==> src/rtl/exu_cdb_txq_pkg.sv <==
// ---------------------------------------------------------------------------
// exu_cdb_txq_pkg
//   Types and default widths shared by the CDB producer queues, the CDB
//   arbiter and the exu2cdb_itf interface.
//   No ports (package).
// ---------------------------------------------------------------------------
package exu_cdb_txq_pkg;

  // Default widths of a CDB broadcast
  localparam int CDB_TAG_W  = 4;
  localparam int CDB_DATA_W = 32;

  // One queued result at the default widths
  typedef struct packed {
    logic [CDB_TAG_W-1:0]  tag;
    logic [CDB_DATA_W-1:0] wdata;
  } cdb_entry_t;

endpackage

==> src/rtl/exu2cdb_itf.sv <==
// ---------------------------------------------------------------------------
// exu2cdb_itf
//   Link from one execution unit's result queue to the CDB arbiter.
//   Members:
//     req   - producer has a valid head entry
//     tag   - head entry destination tag
//     wdata - head entry result data
//     rdy   - arbiter grant; a transfer happens when req && rdy
//   Modports: exu (producer side), arb (arbiter side).
// ---------------------------------------------------------------------------
interface exu2cdb_itf #(
  parameter int TAG_W  = 4,
  parameter int DATA_W = 32
);
  logic              req;
  logic [TAG_W-1:0]  tag;
  logic [DATA_W-1:0] wdata;
  logic              rdy;

  modport exu (output req, output tag, output wdata, input rdy);
  modport arb (input req, input tag, input wdata, output rdy);
endinterface

==> src/rtl/exu_cdb_txq_ctrl.sv <==
// ---------------------------------------------------------------------------
// exu_cdb_txq_ctrl
//   Pointer / occupancy bookkeeping for the CDB result queue.
//   Ports:
//     clk, rst      - clock, synchronous active-high reset
//     flush_i       - drop all entries (pointers and count back to zero)
//     push_req_i    - producer offers a result
//     pop_req_i     - arbiter grant for the head entry
//     push_en_o     - result is accepted this cycle (write the array)
//     pop_en_o      - head entry leaves this cycle
//     wr_ptr_o      - slot written on push
//     rd_ptr_o      - current head slot
//     full_o        - no free slot (drives res_ready low)
//     empty_o       - no valid entry (drives req low)
// ---------------------------------------------------------------------------
module exu_cdb_txq_ctrl #(
  parameter int DEPTH = 4,
  parameter int PTR_W = $clog2(DEPTH),
  parameter int CNT_W = $clog2(DEPTH + 1)
) (
  input  logic             clk,
  input  logic             rst,
  input  logic             flush_i,
  input  logic             push_req_i,
  input  logic             pop_req_i,
  output logic             push_en_o,
  output logic             pop_en_o,
  output logic [PTR_W-1:0] wr_ptr_o,
  output logic [PTR_W-1:0] rd_ptr_o,
  output logic             full_o,
  output logic             empty_o
);

  logic [PTR_W-1:0] wr_ptr_q, wr_ptr_d;
  logic [PTR_W-1:0] rd_ptr_q, rd_ptr_d;
  logic [CNT_W-1:0] count_q,  count_d;

  // Flags come from registered state only, so a combinational grant can
  // never reach res_ready.
  assign full_o  = (count_q == CNT_W'(DEPTH));
  assign empty_o = (count_q == '0);

  // A full queue refuses the push even when the head leaves the same cycle.
  assign push_en_o = push_req_i && !full_o && !flush_i;
  assign pop_en_o  = pop_req_i  && !empty_o;

  assign wr_ptr_o = wr_ptr_q;
  assign rd_ptr_o = rd_ptr_q;

  always_comb begin
    wr_ptr_d = wr_ptr_q;
    rd_ptr_d = rd_ptr_q;
    count_d  = count_q;
    if (flush_i) begin
      wr_ptr_d = '0;
      rd_ptr_d = '0;
      count_d  = '0;
    end else begin
      if (push_en_o) wr_ptr_d = wr_ptr_q + PTR_W'(1);
      if (pop_en_o)  rd_ptr_d = rd_ptr_q + PTR_W'(1);
      case ({push_en_o, pop_en_o})
        2'b10:   count_d = count_q + CNT_W'(1);
        2'b01:   count_d = count_q - CNT_W'(1);
        default: count_d = count_q;
      endcase
    end
  end

  always_ff @(posedge clk) begin
    if (rst) begin
      wr_ptr_q <= '0;
      rd_ptr_q <= '0;
      count_q  <= '0;
    end else begin
      wr_ptr_q <= wr_ptr_d;
      rd_ptr_q <= rd_ptr_d;
      count_q  <= count_d;
    end
  end

endmodule

==> src/rtl/exu_cdb_txq.sv <==
// ---------------------------------------------------------------------------
// exu_cdb_txq
//   In-order result queue between one functional unit and the CDB arbiter.
//   Results are accepted on res_valid && res_ready and presented, oldest
//   first, as req/tag/wdata on the exu side of exu2cdb_itf. A result is
//   visible the cycle after it is pushed (no bypass).
//   Ports:
//     clk, rst    - clock, synchronous active-high reset
//     flush       - drop every queued result (overrides push and pop)
//     res_valid   - FU presents a completed result
//     res_tag     - destination tag of that result
//     res_wdata   - result data
//     res_ready   - queue can take a result this cycle
//     cdb_tx_itf  - req/tag/wdata out, rdy (grant) in
// ---------------------------------------------------------------------------
module exu_cdb_txq
  import exu_cdb_txq_pkg::*;
#(
  parameter int TAG_W  = CDB_TAG_W,
  parameter int DATA_W = CDB_DATA_W,
  parameter int DEPTH  = 4
) (
  input  logic              clk,
  input  logic              rst,
  input  logic              flush,
  input  logic              res_valid,
  input  logic [TAG_W-1:0]  res_tag,
  input  logic [DATA_W-1:0] res_wdata,
  output logic              res_ready,
  exu2cdb_itf.exu           cdb_tx_itf
);

  localparam int PTR_W = $clog2(DEPTH);

  // Same layout as cdb_entry_t, sized by this instance's parameters.
  typedef struct packed {
    logic [TAG_W-1:0]  tag;
    logic [DATA_W-1:0] wdata;
  } entry_t;

  logic             push_en;
  logic             pop_en;
  logic [PTR_W-1:0] wr_ptr;
  logic [PTR_W-1:0] rd_ptr;
  logic             full;
  logic             empty;
  logic             req;
  entry_t           head;

  // Data array is not reset; stale contents are hidden by req below.
  entry_t mem_q [DEPTH];

  exu_cdb_txq_ctrl #(
    .DEPTH (DEPTH)
  ) u_ctrl (
    .clk        (clk),
    .rst        (rst),
    .flush_i    (flush),
    .push_req_i (res_valid),
    .pop_req_i  (cdb_tx_itf.rdy),
    .push_en_o  (push_en),
    .pop_en_o   (pop_en),
    .wr_ptr_o   (wr_ptr),
    .rd_ptr_o   (rd_ptr),
    .full_o     (full),
    .empty_o    (empty)
  );

  always_ff @(posedge clk) begin
    if (push_en) begin
      mem_q[wr_ptr] <= '{tag: res_tag, wdata: res_wdata};
    end
  end

  assign req       = !empty;
  assign head      = mem_q[rd_ptr];
  assign res_ready = !full;

  // Head only changes on a pop or flush, so tag/wdata stay put while the
  // arbiter holds off rdy.
  assign cdb_tx_itf.req   = req;
  assign cdb_tx_itf.tag   = req ? head.tag   : '0;
  assign cdb_tx_itf.wdata = req ? head.wdata : '0;

endmodule

==> src/flat_wrapper.sv <==
// flat-port wrapper written by rule: the top's interface ports become plain ports
module exu_cdb_txq_flat import exu_cdb_txq_pkg::*;
#(
  parameter int TAG_W  = CDB_TAG_W,
  parameter int DATA_W = CDB_DATA_W,
  parameter int DEPTH  = 4
)
  (clk, rst, flush, res_valid, res_tag, res_wdata, res_ready, cdb_tx_itf_req, cdb_tx_itf_tag, cdb_tx_itf_wdata, cdb_tx_itf_rdy);
  exu2cdb_itf #(.TAG_W(TAG_W), .DATA_W(DATA_W)) cdb_tx_itf_i ();
  input  logic clk;
  input  logic rst;
  input  logic flush;
  input  logic res_valid;
  input  logic [TAG_W-1:0] res_tag;
  input  logic [DATA_W-1:0] res_wdata;
  output logic res_ready;
  output wire logic [$bits(cdb_tx_itf_i.req)-1:0] cdb_tx_itf_req;
  output wire logic [$bits(cdb_tx_itf_i.tag)-1:0] cdb_tx_itf_tag;
  output wire logic [$bits(cdb_tx_itf_i.wdata)-1:0] cdb_tx_itf_wdata;
  input wire logic [$bits(cdb_tx_itf_i.rdy)-1:0] cdb_tx_itf_rdy;
  assign cdb_tx_itf_req = cdb_tx_itf_i.req;
  assign cdb_tx_itf_tag = cdb_tx_itf_i.tag;
  assign cdb_tx_itf_wdata = cdb_tx_itf_i.wdata;
  assign cdb_tx_itf_i.rdy = cdb_tx_itf_rdy;
  exu_cdb_txq #(.TAG_W(TAG_W), .DATA_W(DATA_W), .DEPTH(DEPTH)) u_core (.clk(clk), .rst(rst), .flush(flush), .res_valid(res_valid), .res_tag(res_tag), .res_wdata(res_wdata), .res_ready(res_ready), .cdb_tx_itf(cdb_tx_itf_i));
endmodule
==> config.mk <==
export PLATFORM = sky130hd
export DESIGN_NAME = exu_cdb_txq_flat
export DESIGN_NICKNAME = d
export VERILOG_FILES = /design/src/rtl/exu_cdb_txq_pkg.sv /design/src/rtl/exu2cdb_itf.sv /design/src/rtl/exu_cdb_txq_ctrl.sv /design/src/rtl/exu_cdb_txq.sv /design/src/flat_wrapper.sv
export SDC_FILE = /design/constraint.sdc
export NUM_CORES = 1
export LEC_CHECK = 0
export ABC_AREA = 1
export CAP_MARGIN = 20
export CORE_ASPECT_RATIO = 0.9
export CORE_UTILIZATION = 45
export CTS_CLUSTER_SIZE = 24
export DETAILED_ROUTE_END_ITERATION = 16
export PLACE_DENSITY = 0.67
export SYNTH_ARGS = -nofsm -noshare
export SYNTH_HDL_FRONTEND = slang
export SYNTH_HIERARCHICAL = 1
export SYNTH_SLANG_ARGS = --single-unit
==> constraint.sdc <==
create_clock -name clk -period 11.1 [get_ports clk]
set_clock_uncertainty 0.1 [all_clocks]
set_input_delay 2.22 -clock clk [delete_from_list [all_inputs] [get_ports clk]]
set_output_delay 2.22 -clock clk [all_outputs]
set_load 0.02 [all_outputs]
==> metrics.txt <==
run status complete, no violations; Die H 117.0 um; met1 Usage GRT between 20 and 25%; top cell type's share of synthesized area between 60% and 70%; Post-Route WL 13.54 mm; Hold Path Origin u_core/u_ctrl/count_q[0]; final hold viol count 0; critical path endpoint category output pin; top cells by count, synth 163 x inv_1, 154 x nand2_1, 144 x edfxtp_1; Sw Ratio about a fifth; Tot Pwr 1.328 mW; Clock power frac between 40% and 50%; Pint 1.049 mW; hold path cells 1; CP max-delay cell dfxtp_2; met3 Usage GRT between 4 and 5%; Util after Layout a little under three fifths; worst vdd ir about 0.00010 V; combinational fraction of design power between 6 and 7%; CP peak stage delay 0.92 ns; syn_area_per_cell about 10 um2; Critical Path Start Type flop; Slew Limit Fails 0; worst-skew pair later-pin latency 0.41 ns; placed cells roughly 890; clk sinks approximately 150; met2 usage 34.30%; synth warn 6; Post-synth ARST share 0%; period utilisation layout between 40% and 50%; Worst R2R Path Depth 12; num rows 41; count of input and output buffers between 70 and 80; Max H-tree Level 4; CTS Buffer Depth 2; Leak 3.427 nW; unrepaired setup endpoints after global routing no; layout cells sized above 1 under 10%; switching power about 280 uW; die span in x roughly 130 um; crit path DAT between 3 and 4 ns; R2R setup slack a little under 9 ns; post-cts gate resize count 0; synthesized cell area approximately 6600 um2; power density cells between 150 and 200 nW/um2; first-pass GRT wire length between 20 and 25 mm; pin count of the biggest net entering global routing 75; hold_buf cts 0; # nets final about 760; Max-cap violations 0; initial antenna violation count 1; register area share after synthesis between 60% and 70%; worst path required time about 9 ns; Synth Flop Type edfxtp_1; sequential power share 47.9%; CTS tree done; Worst Hold Margin about 0.42 ns; fill count about 1.2k; gr busiest metal met2; top post-synthesis cells by area edfxtp_1 65%, inv_1 9.3%, nand2_1 8.7%; #FFs+latches synth roughly 150; DP HPWL between 7 and 8 mm; Post-synth EDFFs 144; Via Count 4,395; # IOs 79; CP Class reg -> out; Least-Margin Pin Slew about 0.90 ns; CTS root buf clkbuf_16; max frequency around 180 MHz; Hold Path Sink u_core/u_ctrl/count_q[0]; Finished Layout Cells 919; worst slack at placement about 6.1 ns; DRT iter0 DRCs 323; DR WL/cell around 15 um; Area Growth Syn to Fin 23.04%; total iterations of the first detailed-routing run 5; post-layout min period ~5.5 ns; Cells after Synth roughly 640; # setup viols final 0; Slew headroom between 30% and 40%; # Post-CTS Setup Buffers 0; post-route antenna net violation count 0; FF-to-FF End u_core/u_ctrl/count_q[2]; vias in the first global route ~4.4k; CTS Buf Count 17; GR Overflow Total 0; register area between 4000 and 5000 um2; Clock Pin Slew Worst Setup and Hold Paths approximately 0.060 ns; fin worst setup slack between 5 and 6 ns; number of distinct library cells after synthesis 23; count leader, synth inv_1; cell taking the most area after synthesis edfxtp_1; Max FO, Critical Path 39; GP Congestion between 0.7 and 0.8; multi-input combinational cell area approximately 1400 um2; die area around 15,000 um2; placed cell areas between 7000 and 8000 um2; syn_nets 680; cell area after layout between 8000 and 9000 um2; HP Class reg -> reg; CP delay by family, top buffers and inverters; core region area 14,160 um2; vias per inst 4.782; setup total negative slack 0 ns; Antenna diodes 0; # DRC 0; CP Cell Sequence clkinv_2, nand3_1, a21oi_1, clkdlybuf4s50_1; worst reg2reg startpoint u_core/u_ctrl/count_q[0]; Starting Density a little under half; all-layer global routing usage roughly a fifth; worst path buffer plus inverter count 2
==> cell usage in the layout, fill, tap and decap left out, types with 3 or more instances in the layout <==
cell type        count
nor2_1               7
nor2_4               3
edfxtp_1           144
clkinv_4             5
nor3_2               4
nand2_2              3
clkbuf_16           17
nand2_1            154
dfxtp_1              5
bufinv_16            4
clkinvlp_4           3
nand3_1             75
inv_1              163
clkdlybuf4s50_1     78
a21oi_1             40
buf_4                5
==> worst register-to-register path, stage by stage (launching register included) <==
cell and delay, ns:
dfxtp_1 0.35, nor2_4 0.16, nand2_2 0.11, inv_2 0.65
nor2_1 0.10, ha_1 0.23, inv_1 0.08, fa_1 0.19
inv_1 0.05, nand2_1 0.05, nand3_1 0.09, nor2_1 0.10
nor2_1 0.05
==> worst max path at each step <==
| stage | slack (ns) | from | to | depth (start not counted) |
|---|---|---|---|---|
| floorplan | 5.51 | res_valid | u_core/mem_q[2][0] | 6 |
| global placement | 6.09 | u_core/u_ctrl/rd_ptr_o[1] | cdb_tx_itf_wdata[31] | 4 |
| detailed placement | 6.09 | u_core/u_ctrl/rd_ptr_o[1] | cdb_tx_itf_wdata[1] | 4 |
| CTS | 5.61 | u_core/u_ctrl/rd_ptr_o[1] | cdb_tx_itf_tag[2] | 4 |
| global route | 5.45 | u_core/u_ctrl/rd_ptr_o[1] | cdb_tx_itf_wdata[0] | 4 |
| finish | 5.62 | u_core/u_ctrl/rd_ptr_o[1] | cdb_tx_itf_wdata[1] | 4 |
==> power groups by stage <==
stage          combinational [mW]  clock [mW]  sequential (mW)
2_1_floorplan              0.0455           0            0.648
3_3_place_gp               0.0895           0            0.648
3_5_place_dp               0.0915           0            0.648
4_1_cts                    0.0922       0.609            0.636
5_1_grt                    0.0994       0.631            0.636
6_report                   0.0916       0.600            0.636
==> layout make-up <==
| cell class | count | share of cell area [%] |
|---|---|---|
| multi-input combinational | 294 | 16.65 |
| timing repair buffer | 83 | 10.06 |
| tap | 193 | 2.967 |
| clock buffer | 17 | 5.228 |
| sequential | 151 | 54.89 |
| clock inverter | 15 | 2.506 |
| inverter | 166 | 7.703 |
==> flip-flops by register name, indices dropped and copies added, names as in the netlist <==
| name | flops |
|---|---|
| u_core/mem_q | 144 |
| u_core/u_ctrl/count_q | 3 |
| u_core/u_ctrl/rd_ptr_o | 2 |
| u_core/u_ctrl/wr_ptr_o | 2 |
==> logic make-up (layout without fill, tap and decap cells) <==
logic type,after synthesis,after routing,synth area share (%)
AND/OR/NAND/NOR,248,248,16.25
buffers and inverters,192,281,12.32
flip-flops,151,151,67.50
AO/OA/AOI/OAI,44,44,3.443
adder cells (fa/ha/maj),2,2,0.4918
==> per-layer routing <==
layer | routed length [um] | vias to the layer above
met2 | 7019 | 117
met3 | 656 | 18
met1 | 5638 | 2103
met5 | 0 | -
li1 | - | 2157
met4 | 227 | 0
(Power assumes the default switching activity.)
